===== src/rtl/rom_stream_reader_if.sv =====
//==============================================================================
// Module   : rom_stream_reader_if
// Brief    : Bundles the control, ROM read port and output stream signals of
//            rom_stream_reader. The master modport is the reader itself; the
//            slave modport is its environment (ROM, controller and consumer).
// Revision : 1.0 - initial release
//==============================================================================
`default_nettype none

interface rom_stream_reader_if #(
    parameter int p_ADDR_WIDTH = 4,
    parameter int p_DATA_WIDTH = 8
);
    // Sweep control
    logic                    i_START;
    logic [p_ADDR_WIDTH-1:0] i_BASE_ADDR;
    logic [p_ADDR_WIDTH:0]   i_LENGTH;
    logic                    o_BUSY;
    logic                    o_DONE;

    // ROM read port
    logic                    o_ROM_READ_ENABLE;
    logic [p_ADDR_WIDTH-1:0] o_ROM_ADDRESS;
    logic [p_DATA_WIDTH-1:0] i_ROM_DATA;

    // Output stream
    logic [p_DATA_WIDTH-1:0] o_DATA;
    logic                    o_VALID;
    logic                    o_LAST;
    logic                    i_READY;

    modport master (
        input  i_START, i_BASE_ADDR, i_LENGTH, i_ROM_DATA, i_READY,
        output o_BUSY, o_DONE, o_ROM_READ_ENABLE, o_ROM_ADDRESS,
               o_DATA, o_VALID, o_LAST
    );

    modport slave (
        output i_START, i_BASE_ADDR, i_LENGTH, i_ROM_DATA, i_READY,
        input  o_BUSY, o_DONE, o_ROM_READ_ENABLE, o_ROM_ADDRESS,
               o_DATA, o_VALID, o_LAST
    );
endinterface

`default_nettype wire


===== src/rtl/rom_stream_reader.sv =====
//==============================================================================
// Module   : rom_stream_reader
// Brief    : Sweeps a run of consecutive words out of a synchronous ROM and
//            presents them as a valid/ready stream through a 4-entry buffer.
//            Reads are only issued while buffered plus in-flight words leave
//            room, so the buffer can never overflow.
// Revision : 1.0 - initial release
//==============================================================================
`default_nettype none

module rom_stream_reader #(
    parameter int p_ADDR_WIDTH = 4,
    parameter int p_DATA_WIDTH = 8
) (
    input  wire logic         i_CLK,
    input  wire logic         i_RESET_N,
    rom_stream_reader_if.master bus
);
    localparam int                    c_DEPTH   = 4;
    localparam logic [p_ADDR_WIDTH:0] c_LEN_ONE = (p_ADDR_WIDTH + 1)'(1);

    typedef enum logic [1:0] {
        S_IDLE  = 2'd0,
        S_READ  = 2'd1,
        S_DRAIN = 2'd2
    } state_t;

    state_t                  state_q, state_d;
    logic [p_ADDR_WIDTH-1:0] base_q, base_d;
    logic [p_ADDR_WIDTH:0]   len_q, len_d;
    logic [p_ADDR_WIDTH:0]   issued_q, issued_d;
    logic                    rd_en_q, rd_en_d;
    logic                    rd_last_q, rd_last_d;
    logic [p_ADDR_WIDTH-1:0] addr_q, addr_d;
    logic                    done_q, done_d;

    // Second in-flight stage: the ROM has sampled this read, data is on the bus
    logic                    inflight_q;
    logic                    inflight_last_q;

    // Output buffer
    logic [p_DATA_WIDTH-1:0] buf_data_q [c_DEPTH];
    logic                    buf_last_q [c_DEPTH];
    logic [1:0]              wr_ptr_q, rd_ptr_q;
    logic [2:0]              count_q;

    logic                    w_valid;
    logic                    w_push;
    logic                    w_pop;
    logic                    w_head_last;
    logic [2:0]              w_committed;
    logic                    w_credit;
    logic [p_ADDR_WIDTH:0]   w_issued_next;

    assign w_valid       = (count_q != 3'd0);
    assign w_push        = inflight_q;
    assign w_pop         = w_valid & bus.i_READY;
    assign w_head_last   = buf_last_q[rd_ptr_q];
    assign w_committed   = count_q + {2'b00, rd_en_q} + {2'b00, inflight_q};
    assign w_credit      = (w_committed < 3'd4);
    assign w_issued_next = issued_q + c_LEN_ONE;

    // Sweep state, read-issue registers and done pulse
    always_ff @(posedge i_CLK) begin
        if (!i_RESET_N) begin
            state_q         <= S_IDLE;
            base_q          <= '0;
            len_q           <= '0;
            issued_q        <= '0;
            rd_en_q         <= 1'b0;
            rd_last_q       <= 1'b0;
            addr_q          <= '0;
            done_q          <= 1'b0;
            inflight_q      <= 1'b0;
            inflight_last_q <= 1'b0;
        end else begin
            state_q         <= state_d;
            base_q          <= base_d;
            len_q           <= len_d;
            issued_q        <= issued_d;
            rd_en_q         <= rd_en_d;
            rd_last_q       <= rd_last_d;
            addr_q          <= addr_d;
            done_q          <= done_d;
            inflight_q      <= rd_en_q;
            inflight_last_q <= rd_last_q;
        end
    end

    // Next-state logic: accept starts, issue credited reads, finish on last transfer
    always_comb begin
        state_d   = state_q;
        base_d    = base_q;
        len_d     = len_q;
        issued_d  = issued_q;
        rd_en_d   = 1'b0;
        rd_last_d = 1'b0;
        addr_d    = addr_q;
        done_d    = 1'b0;

        case (state_q)
            S_IDLE: begin
                if (bus.i_START) begin
                    if (bus.i_LENGTH != '0) begin
                        base_d   = bus.i_BASE_ADDR;
                        len_d    = bus.i_LENGTH;
                        issued_d = '0;
                        state_d  = S_READ;
                    end else begin
                        done_d = 1'b1;
                    end
                end
            end
            S_READ: begin
                if (w_credit) begin
                    rd_en_d   = 1'b1;
                    addr_d    = base_q + issued_q[p_ADDR_WIDTH-1:0];
                    rd_last_d = (w_issued_next == len_q);
                    issued_d  = w_issued_next;
                    if (w_issued_next == len_q) begin
                        state_d = S_DRAIN;
                    end
                end
            end
            S_DRAIN: begin
                if (w_pop && w_head_last) begin
                    done_d  = 1'b1;
                    state_d = S_IDLE;
                end
            end
            default: begin
                state_d = S_IDLE;
            end
        endcase
    end

    // Output FIFO: capture returning ROM data, release on stream transfer
    always_ff @(posedge i_CLK) begin
        if (!i_RESET_N) begin
            for (int i = 0; i < c_DEPTH; i++) begin
                buf_data_q[i] <= '0;
                buf_last_q[i] <= 1'b0;
            end
            wr_ptr_q <= 2'd0;
            rd_ptr_q <= 2'd0;
            count_q  <= 3'd0;
        end else begin
            if (w_push) begin
                buf_data_q[wr_ptr_q] <= bus.i_ROM_DATA;
                buf_last_q[wr_ptr_q] <= inflight_last_q;
                wr_ptr_q             <= wr_ptr_q + 2'd1;
            end
            if (w_pop) begin
                rd_ptr_q <= rd_ptr_q + 2'd1;
            end
            count_q <= count_q + {2'b00, w_push} - {2'b00, w_pop};
        end
    end

    assign bus.o_BUSY            = (state_q != S_IDLE);
    assign bus.o_DONE            = done_q;
    assign bus.o_ROM_READ_ENABLE = rd_en_q;
    assign bus.o_ROM_ADDRESS     = addr_q;
    assign bus.o_VALID           = w_valid;
    assign bus.o_DATA            = w_valid ? buf_data_q[rd_ptr_q] : '0;
    assign bus.o_LAST            = w_valid & w_head_last;

endmodule

`default_nettype wire

===== src/flat_wrapper.sv =====
// flat-port wrapper written by rule: the top's interface ports become plain ports
module rom_stream_reader_flat 
#(
    parameter int p_ADDR_WIDTH = 4,
    parameter int p_DATA_WIDTH = 8
)
  (i_CLK, i_RESET_N, bus_i_START, bus_i_BASE_ADDR, bus_i_LENGTH, bus_i_ROM_DATA, bus_i_READY, bus_o_BUSY, bus_o_DONE, bus_o_ROM_READ_ENABLE, bus_o_ROM_ADDRESS, bus_o_DATA, bus_o_VALID, bus_o_LAST);
  rom_stream_reader_if #(.p_ADDR_WIDTH(p_ADDR_WIDTH), .p_DATA_WIDTH(p_DATA_WIDTH)) bus_i ();
  input  wire logic i_CLK;
  input  wire logic i_RESET_N;
  input wire logic [$bits(bus_i.i_START)-1:0] bus_i_START;
  input wire logic [$bits(bus_i.i_BASE_ADDR)-1:0] bus_i_BASE_ADDR;
  input wire logic [$bits(bus_i.i_LENGTH)-1:0] bus_i_LENGTH;
  input wire logic [$bits(bus_i.i_ROM_DATA)-1:0] bus_i_ROM_DATA;
  input wire logic [$bits(bus_i.i_READY)-1:0] bus_i_READY;
  output wire logic [$bits(bus_i.o_BUSY)-1:0] bus_o_BUSY;
  output wire logic [$bits(bus_i.o_DONE)-1:0] bus_o_DONE;
  output wire logic [$bits(bus_i.o_ROM_READ_ENABLE)-1:0] bus_o_ROM_READ_ENABLE;
  output wire logic [$bits(bus_i.o_ROM_ADDRESS)-1:0] bus_o_ROM_ADDRESS;
  output wire logic [$bits(bus_i.o_DATA)-1:0] bus_o_DATA;
  output wire logic [$bits(bus_i.o_VALID)-1:0] bus_o_VALID;
  output wire logic [$bits(bus_i.o_LAST)-1:0] bus_o_LAST;
  assign bus_i.i_START = bus_i_START;
  assign bus_i.i_BASE_ADDR = bus_i_BASE_ADDR;
  assign bus_i.i_LENGTH = bus_i_LENGTH;
  assign bus_i.i_ROM_DATA = bus_i_ROM_DATA;
  assign bus_i.i_READY = bus_i_READY;
  assign bus_o_BUSY = bus_i.o_BUSY;
  assign bus_o_DONE = bus_i.o_DONE;
  assign bus_o_ROM_READ_ENABLE = bus_i.o_ROM_READ_ENABLE;
  assign bus_o_ROM_ADDRESS = bus_i.o_ROM_ADDRESS;
  assign bus_o_DATA = bus_i.o_DATA;
  assign bus_o_VALID = bus_i.o_VALID;
  assign bus_o_LAST = bus_i.o_LAST;
  rom_stream_reader #(.p_ADDR_WIDTH(p_ADDR_WIDTH), .p_DATA_WIDTH(p_DATA_WIDTH)) u_core (.i_CLK(i_CLK), .i_RESET_N(i_RESET_N), .bus(bus_i));
endmodule

===== config.mk =====
export PLATFORM = sky130hd
export DESIGN_NAME = rom_stream_reader_flat
export DESIGN_NICKNAME = d
export VERILOG_FILES = /design/src/rtl/rom_stream_reader_if.sv /design/src/rtl/rom_stream_reader.sv /design/src/flat_wrapper.sv
export SDC_FILE = /design/constraint.sdc
export NUM_CORES = 1
export LEC_CHECK = 0
export ABC_AREA = 1
export BUFFER_PORTS_ARGS = -buffer_cell sky130_fd_sc_hd__buf_2
export CELL_PAD_IN_SITES_DETAIL_PLACEMENT = 1
export CELL_PAD_IN_SITES_GLOBAL_PLACEMENT = 1
export CORE_UTILIZATION = 40
export CTS_CLUSTER_SIZE = 16
export DETAILED_ROUTE_END_ITERATION = 7
export HOLD_SLACK_MARGIN = 0.05
export PLACE_DENSITY = 0.87
export SKIP_CTS_REPAIR_TIMING = 1
export SYNTH_ARGS = -nofsm -noshare
export SYNTH_HDL_FRONTEND = slang
export SYNTH_SLANG_ARGS = --single-unit

===== constraint.sdc =====
create_clock -name i_CLK -period 2.1 [get_ports i_CLK]
set_input_delay 0.105 -clock i_CLK [delete_from_list [all_inputs] [get_ports i_CLK]]
set_output_delay 0.105 -clock i_CLK [all_outputs]
set_load 0.005 [all_outputs]

==> results.yml, run 1 <==
outcome:
  outcome: "complete, no violations"
power_and_ir_drop:
  sw_frac_of_total_pct: 34.6
  p_clk_share_pct: 29.7
  p_leak_nw: 1.64
  cellPowerDensity_mw_per_mm2: 979
  irDropWorstVdd_v: 0.000409
  power_frac_comb_pct: 25.8
  p_int_mw: 2.48
  p_seq_share_pct: 44.5
  p_switching_mw: 1.31
floorplan:
  die_height_um: 93.2
  ioPinCount: 38
  die_area_sq_mm: 0.00869
  rows: 32
  core-area_sq_mm: 0.00789
  start_util_pct: 42.2
  dieWidth_um: 93.2
drt:
  routed_wl_um: 8430
  drcViolationCount: 0
  wl_per_cell_um: 15.7
  ant_nets: 0
  first_pass_iters: 4
  vias: 2786
  vias_per_cell: 5.18
  dr.first_iter.drc_count: 124
layout:
  post-route-util_pct: 49.1
  diodes: 0
  final_common_cell: "nor2_1"
  final_nets: 461
  drive_gt1_share_pct: 21.3
  layout.cell_area.non_filler_sq_mm: 0.00387
  multi_input_area_sq_mm: 0.00134
  seq_area_sq_mm: 0.00173
  fin_cells: 538
  fill_cells: 953
  syn_to_final_growth_pct: 16.4
  layout_common_cells: "nor2_1 (67), nand2_1 (47), inv_1 (41)"
setup_path:
  cp_cell_sequence: "nor2_2 > nand2_2 > nand2_2 > inv_1 > ha_1 > inv_1 > ha_2 > fa_2 > or2_2 > a21oi_2"
  critPathSlowestCell: "dfxtp_2"
  crit_arrival_ns: 2.28
  path_buf_inv: 2
  end_kind: "register"
  crit_fanout: 3
  required_ns: 2.39
  cp.depth: 10
  slowest_delay_ns: 0.35
  r2r_slack_ns: 0.11
  r2r-start: "u_core.count_q[0]"
  r2r_end: "u_core.count_q[2]"
  path_class: "register to register"
  crit_family: "adder cells"
  startpoint_type: "register"
  worst_r2r_path_depth: 10
timing:
  layout_min_cycle_time_ns: 1.99
  worst_slack_ns: 0.112
  relSlewSlack_pct: 67.4
  clock.fmax_mhz: 503
  max_slew.worst_pin.slew_ns: 0.489
  report.final.hold_viol_count: 0
  rsz0062_at_grt: "true"
  final.setup_skew_ns: 0.00855
  maxSlewViolCount: 0
  setup_viol: 0
  finalCritPeriodShare_pct: 94.7
  setup_tns_ns: 0
logic_synthesis:
  ys_ff_latch: 70
  yosys.area_share.simple_pct: 23.2
  synthAdderAreaFrac_pct: 3.83
  synth.area.mux_share_pct: 0
  synth_area_sq_mm: 0.00333
  ys_types: 32
  synth_compound_area_share_pct: 11.4
  synth_top_family_by_area: "simple AND/OR/NAND/NOR gates"
  avgSynthCellArea_sq_um: 8.67
  synth-xor-area-share_pct: 1.58
  synthCells: 384
  seq_area_frac_synth_pct: 52.0
  yosysWarnings: 0
  synth_nets: 414
clock_tree:
  numCtsBuffers: 9
  cts_tree: "done"
  clk_path_buf_depth: 2
  clock_latency_ns: 0.35
  cts-root-buf: "clkbuf_8"
  clkSinkCount: 70
  cts_htree_levels: 3
  path_clk_slew_ns: 0.08
placement:
  post-place-ws_ns: -0.0209
  routabilityCongestion: 0.879
  io_buffers: 37
  dp_cells: 519
  hpwl_um: 5760
  dpl_cell_area_sq_mm: 0.00362
hold_path:
  holdPathStages: 3
  whs_endpoint: "u_core.base_q[2]"
  hp-start: "bus_i_BASE_ADDR[2]"
  hp-class: "primary input to register"
global_route:
  antenna_found_initial: 0
  grt_first_pass_wirelength_um: 13900
  grt_overflow: 0
  grt_use_total_pct: 21.3
  first_global_vias: 2909
  grt_max_degree: 26
flow_run:
  drv_cap: 0
[layer usage]
metal | wire [um] | global-route usage (%) | part of all wire, % | vias up
met3 | 326 | 4.63 | 3.9 | 16
li1 | - | - | - | 1359
met1 | 3760 | 26.6 | 45 | 1353
met5 | 0 | 0 | 0 | -
met4 | 151 | 7.95 | 1.8 | 0
met2 | 4200 | 36.0 | 50 | 58
[worst max path at each step]
stage                   endpoint         startpoint  slack, ns
2_1_floorplan  u_core.count_q[2]  u_core.count_q[2]       0.06
3_3_place_gp   u_core.count_q[2]  u_core.count_q[0]        0.1
3_5_place_dp   u_core.count_q[2]  u_core.count_q[0]      -0.02
4_1_cts        u_core.count_q[2]  u_core.count_q[0]      -0.05
5_1_grt        u_core.count_q[2]  u_core.count_q[0]      -0.02
6_report       u_core.count_q[2]  u_core.count_q[0]       0.11
[registers in the layout, indices dropped and copies added (netlist names), 3 cells and up, named ones only]
signal                    cells
u_core.count_q                3
u_core.bus.o_ROM_ADDRESS      4
u_core.base_q                 4
u_core.issued_q               5
u_core.buf_last_q             4
u_core.len_q                  5
u_core.buf_data_q            32
[cells by family (layout without fill, tap and decap cells)]
kind of cell / after synthesis / in the layout
buf+inv: 60 / 112
flops: 70 / 70
xor+xnor: 6 / 6
fa+ha+maj: 9 / 9
simple gates: 168 / 168
compound gates: 71 / 71
[synth_stat cells]
library cell,number,area (sq um)
o21ai_0,33,165
nand3_2,1,10.0
xnor2_1,4,35.0
or2_0,1,6.26
a21oi_1,31,155
buf_6,4,45.0
nor3_1,11,55.1
nand2_1,48,180
fa_1,2,40.0
nand2_2,5,31.3
edfxtp_1,33,991
or2_2,1,6.26
inv_6,1,8.76
xor2_1,2,17.5
nor2_1,68,255
nand4_1,4,25.0
nor2_2,4,25.0
nor2_4,2,22.5
nand3_4,2,35.0
nor2_8,1,20.0
ha_1,7,87.6
inv_1,41,154
nand3_1,20,100
a211oi_1,2,15.0
dfxtp_1,37,741
a21boi_0,1,7.51
buf_2,5,25.0
o32ai_1,1,8.76
inv_2,4,15.0
clkinv_1,1,3.75
clkbuf_1,4,15.0
a21oi_2,3,26.3
[metrics by stage]
stage / power, mW / hold WS (ns)
2_1_floorplan: 2.33 / 0.252
5_1_grt: 4.02 / 0.0517
4_1_cts: 3.81 / -0.00546
6_report: 3.79 / 0.0419
3_3_place_gp: 2.60 / 0.363
3_5_place_dp: 2.67 / 0.372
[area by class of cell]
class / count / share of cell area, %
clock buffer: 9 / 3.20
inverter: 47 / 4.68
tap: 102 / 3.29
multi-input combinational: 254 / 34.7
clock inverter: 7 / 2.07
timing repair buffer: 49 / 7.30
sequential: 70 / 44.8
[worst reg2reg max path: stages (launching register included)]
cell     delay, ns
dfxtp_2       0.35
nor2_2        0.11
nand2_2       0.08
nand2_2       0.08
inv_1         0.06
ha_1          0.27
inv_1         0.04
ha_2          0.19
fa_2          0.35
or2_2         0.31
a21oi_2       0.11
[power groups by stage]
stage,combinational [mW],clock (mW),sequential [mW]
after floorplan,0.687,0,1.64
after global placement,0.897,0,1.70
after detailed placement,0.956,0,1.71
after CTS,0.969,1.16,1.68
after global routing,1.11,1.21,1.71
final,0.979,1.13,1.69
Power figures use the tool's default switching activity.
==> inputs of run 2 (changes only) <==
--- a/config.mk
+++ b/config.mk
@@ -7,8 +7,9 @@
 export LEC_CHECK = 0
 export ABC_AREA = 1
 export BUFFER_PORTS_ARGS = -buffer_cell sky130_fd_sc_hd__buf_2
-export CELL_PAD_IN_SITES_DETAIL_PLACEMENT = 1
+export CELL_PAD_IN_SITES_DETAIL_PLACEMENT = 0
 export CELL_PAD_IN_SITES_GLOBAL_PLACEMENT = 1
+export CORE_MARGIN = 2
 export CORE_UTILIZATION = 40
 export CTS_CLUSTER_SIZE = 16
 export DETAILED_ROUTE_END_ITERATION = 7
@@ -18,3 +19,4 @@
 export SYNTH_ARGS = -nofsm -noshare
 export SYNTH_HDL_FRONTEND = slang
 export SYNTH_SLANG_ARGS = --single-unit
+export TNS_END_PERCENT = 100
==> results.yml, run 2 (synthesis results as in run 1) <==
timing:
  maxSlewViolCount: 0
  rsz0062_at_grt: "false"
  worst_slack_ns: 0.124
  relSlewSlack_pct: 68.6
  setup_tns_ns: 0
  max_slew.worst_pin.slew_ns: 0.471
  setup_viol: 0
  report.final.hold_viol_count: 0
  final.setup_skew_ns: 0.00917
  finalCritPeriodShare_pct: 94.1
  clock.fmax_mhz: 506
  layout_min_cycle_time_ns: 1.98
layout:
  syn_to_final_growth_pct: 15.7
  final_nets: 462
  largest_reg_flops: 32
  drive_gt1_share_pct: 21.5
  layout.cell_area.non_filler_sq_mm: 0.00385
  largest-register: "u_core.buf_data_q"
  reg_top3: "u_core.buf_data_q x32, u_core.issued_q x5, u_core.len_q x5"
  diodes: 0
  final_common_cell: "nor2_1"
  layout_common_cells: "nor2_1 (67), nand2_1 (47), inv_1 (41)"
  fin_cells: 542
placement:
  post-place-ws_ns: 0.00901
  routabilityCongestion: 0.818
  dp_cells: 523
  dpl_cell_area_sq_mm: 0.00363
  hpwl_um: 4850
  io_buffers: 37
drt:
  routed_wl_um: 6970
  drcViolationCount: 0
  vias_per_cell: 4.86
  dr.first_iter.drc_count: 111
  first_pass_iters: 4
  vias: 2632
  wl_per_cell_um: 12.9
  ant_nets: 0
hold_path:
  hp-class: "primary input to register"
setup_path:
  end_kind: "register"
  path_class: "register to register"
  crit_fanout: 3
  required_ns: 2.38
  crit_arrival_ns: 2.26
  startpoint_type: "register"
global_route:
  antenna_found_initial: 0
  use_met1_pct: 21.7
  grt_first_pass_wirelength_um: 11600
  grt-busiest-layer: "met2"
  grt_overflow: 0
  met3_usage_pct: 4.03
  first_global_vias: 2514
  use_met2_pct: 27.2
  grt_use_total_pct: 16.6
  grt_max_degree: 26
power_and_ir_drop:
  irDropWorstVdd_v: 0.000372
  p_switching_mw: 1.22
  p_clk_share_pct: 26.9
  sw_frac_of_total_pct: 34.2
  cellPowerDensity_mw_per_mm2: 930
  p_seq_share_pct: 46.4
  power.total_mw: 3.58
  p_int_mw: 2.36
  p_leak_nw: 1.64
  power_frac_comb_pct: 26.7
floorplan:
  die_height_um: 95.2
  core-area_sq_mm: 0.00813
  rows: 33
  ioPinCount: 38
  start_util_pct: 40.9
  die_area_sq_mm: 0.00907
  dieWidth_um: 95.2
flow_run:
  drv_cap: 0
clock_tree:
  cts-root-buf: "clkbuf_8"
  numCtsBuffers: 9
  clock_latency_ns: 0.35
  clkSinkCount: 70
  path_clk_slew_ns: 0.07
  cts_htree_levels: 3
  clk_path_buf_depth: 2
  cts_tree: "done"
outcome:
  outcome: "complete, no violations"
[run 2: worst max-delay path: stages, from the launching register on]
cell,delay (ns)
dfxtp_2,0.34
nor2_2,0.11
nand2_2,0.08
nand2_2,0.07
inv_1,0.05
ha_1,0.27
inv_1,0.04
ha_1,0.21
fa_2,0.34
or2_2,0.31
a21oi_2,0.10
[run 2: worst paths after layout]
kind | startpoint | to | slack, ns | cells after the start
worst max-delay path | u_core.count_q[0] | u_core.count_q[2] | 0.12 | 10
worst max register to register | u_core.count_q[0] | u_core.count_q[2] | 0.12 | 10
worst min-delay path | bus_i_BASE_ADDR[2] | u_core.base_q[2] | 0.009 | 3
worst min register to register | u_core.rd_last_q | u_core.inflight_last_q | 0.42 | 2
[run 2: power groups by stage]
stage | sequential (mW) | clock, mW | combinational, mW
5_1_grt | 1.68 | 1.04 | 1.10
6_report | 1.66 | 0.961 | 0.957
4_1_cts | 1.66 | 0.987 | 0.938
3_3_place_gp | 1.69 | 0 | 0.912
2_1_floorplan | 1.64 | 0 | 0.687
3_5_place_dp | 1.69 | 0 | 0.933
[run 2: cell type report]
class                      count  area, sq um
fill                         824         4280
sequential                    70         1730
multi-input combinational    254         1340
timing repair buffer          50          288
inverter                      47          181
tap                          105          131
clock buffer                   9          124
clock inverter                 7         51.3
[run 2: routing by layer]
layer | share of wire [%] | wire, um
met2 | 47 | 3250
met4 | 1.3 | 91
met3 | 3.7 | 256
met5 | 0 | 0
met1 | 48 | 3370
[run 2: metrics by stage]
| step | hold WS, ns | utilization, % |
|---|---|---|
| floorplan | 0.252 | - |
| global placement | 0.363 | 44.7 |
| detailed placement | 0.363 | 44.7 |
| CTS | -0.0000196 | 46.8 |
| global route | 0.0532 | 47.3 |
| finish | 0.00943 | 47.3 |
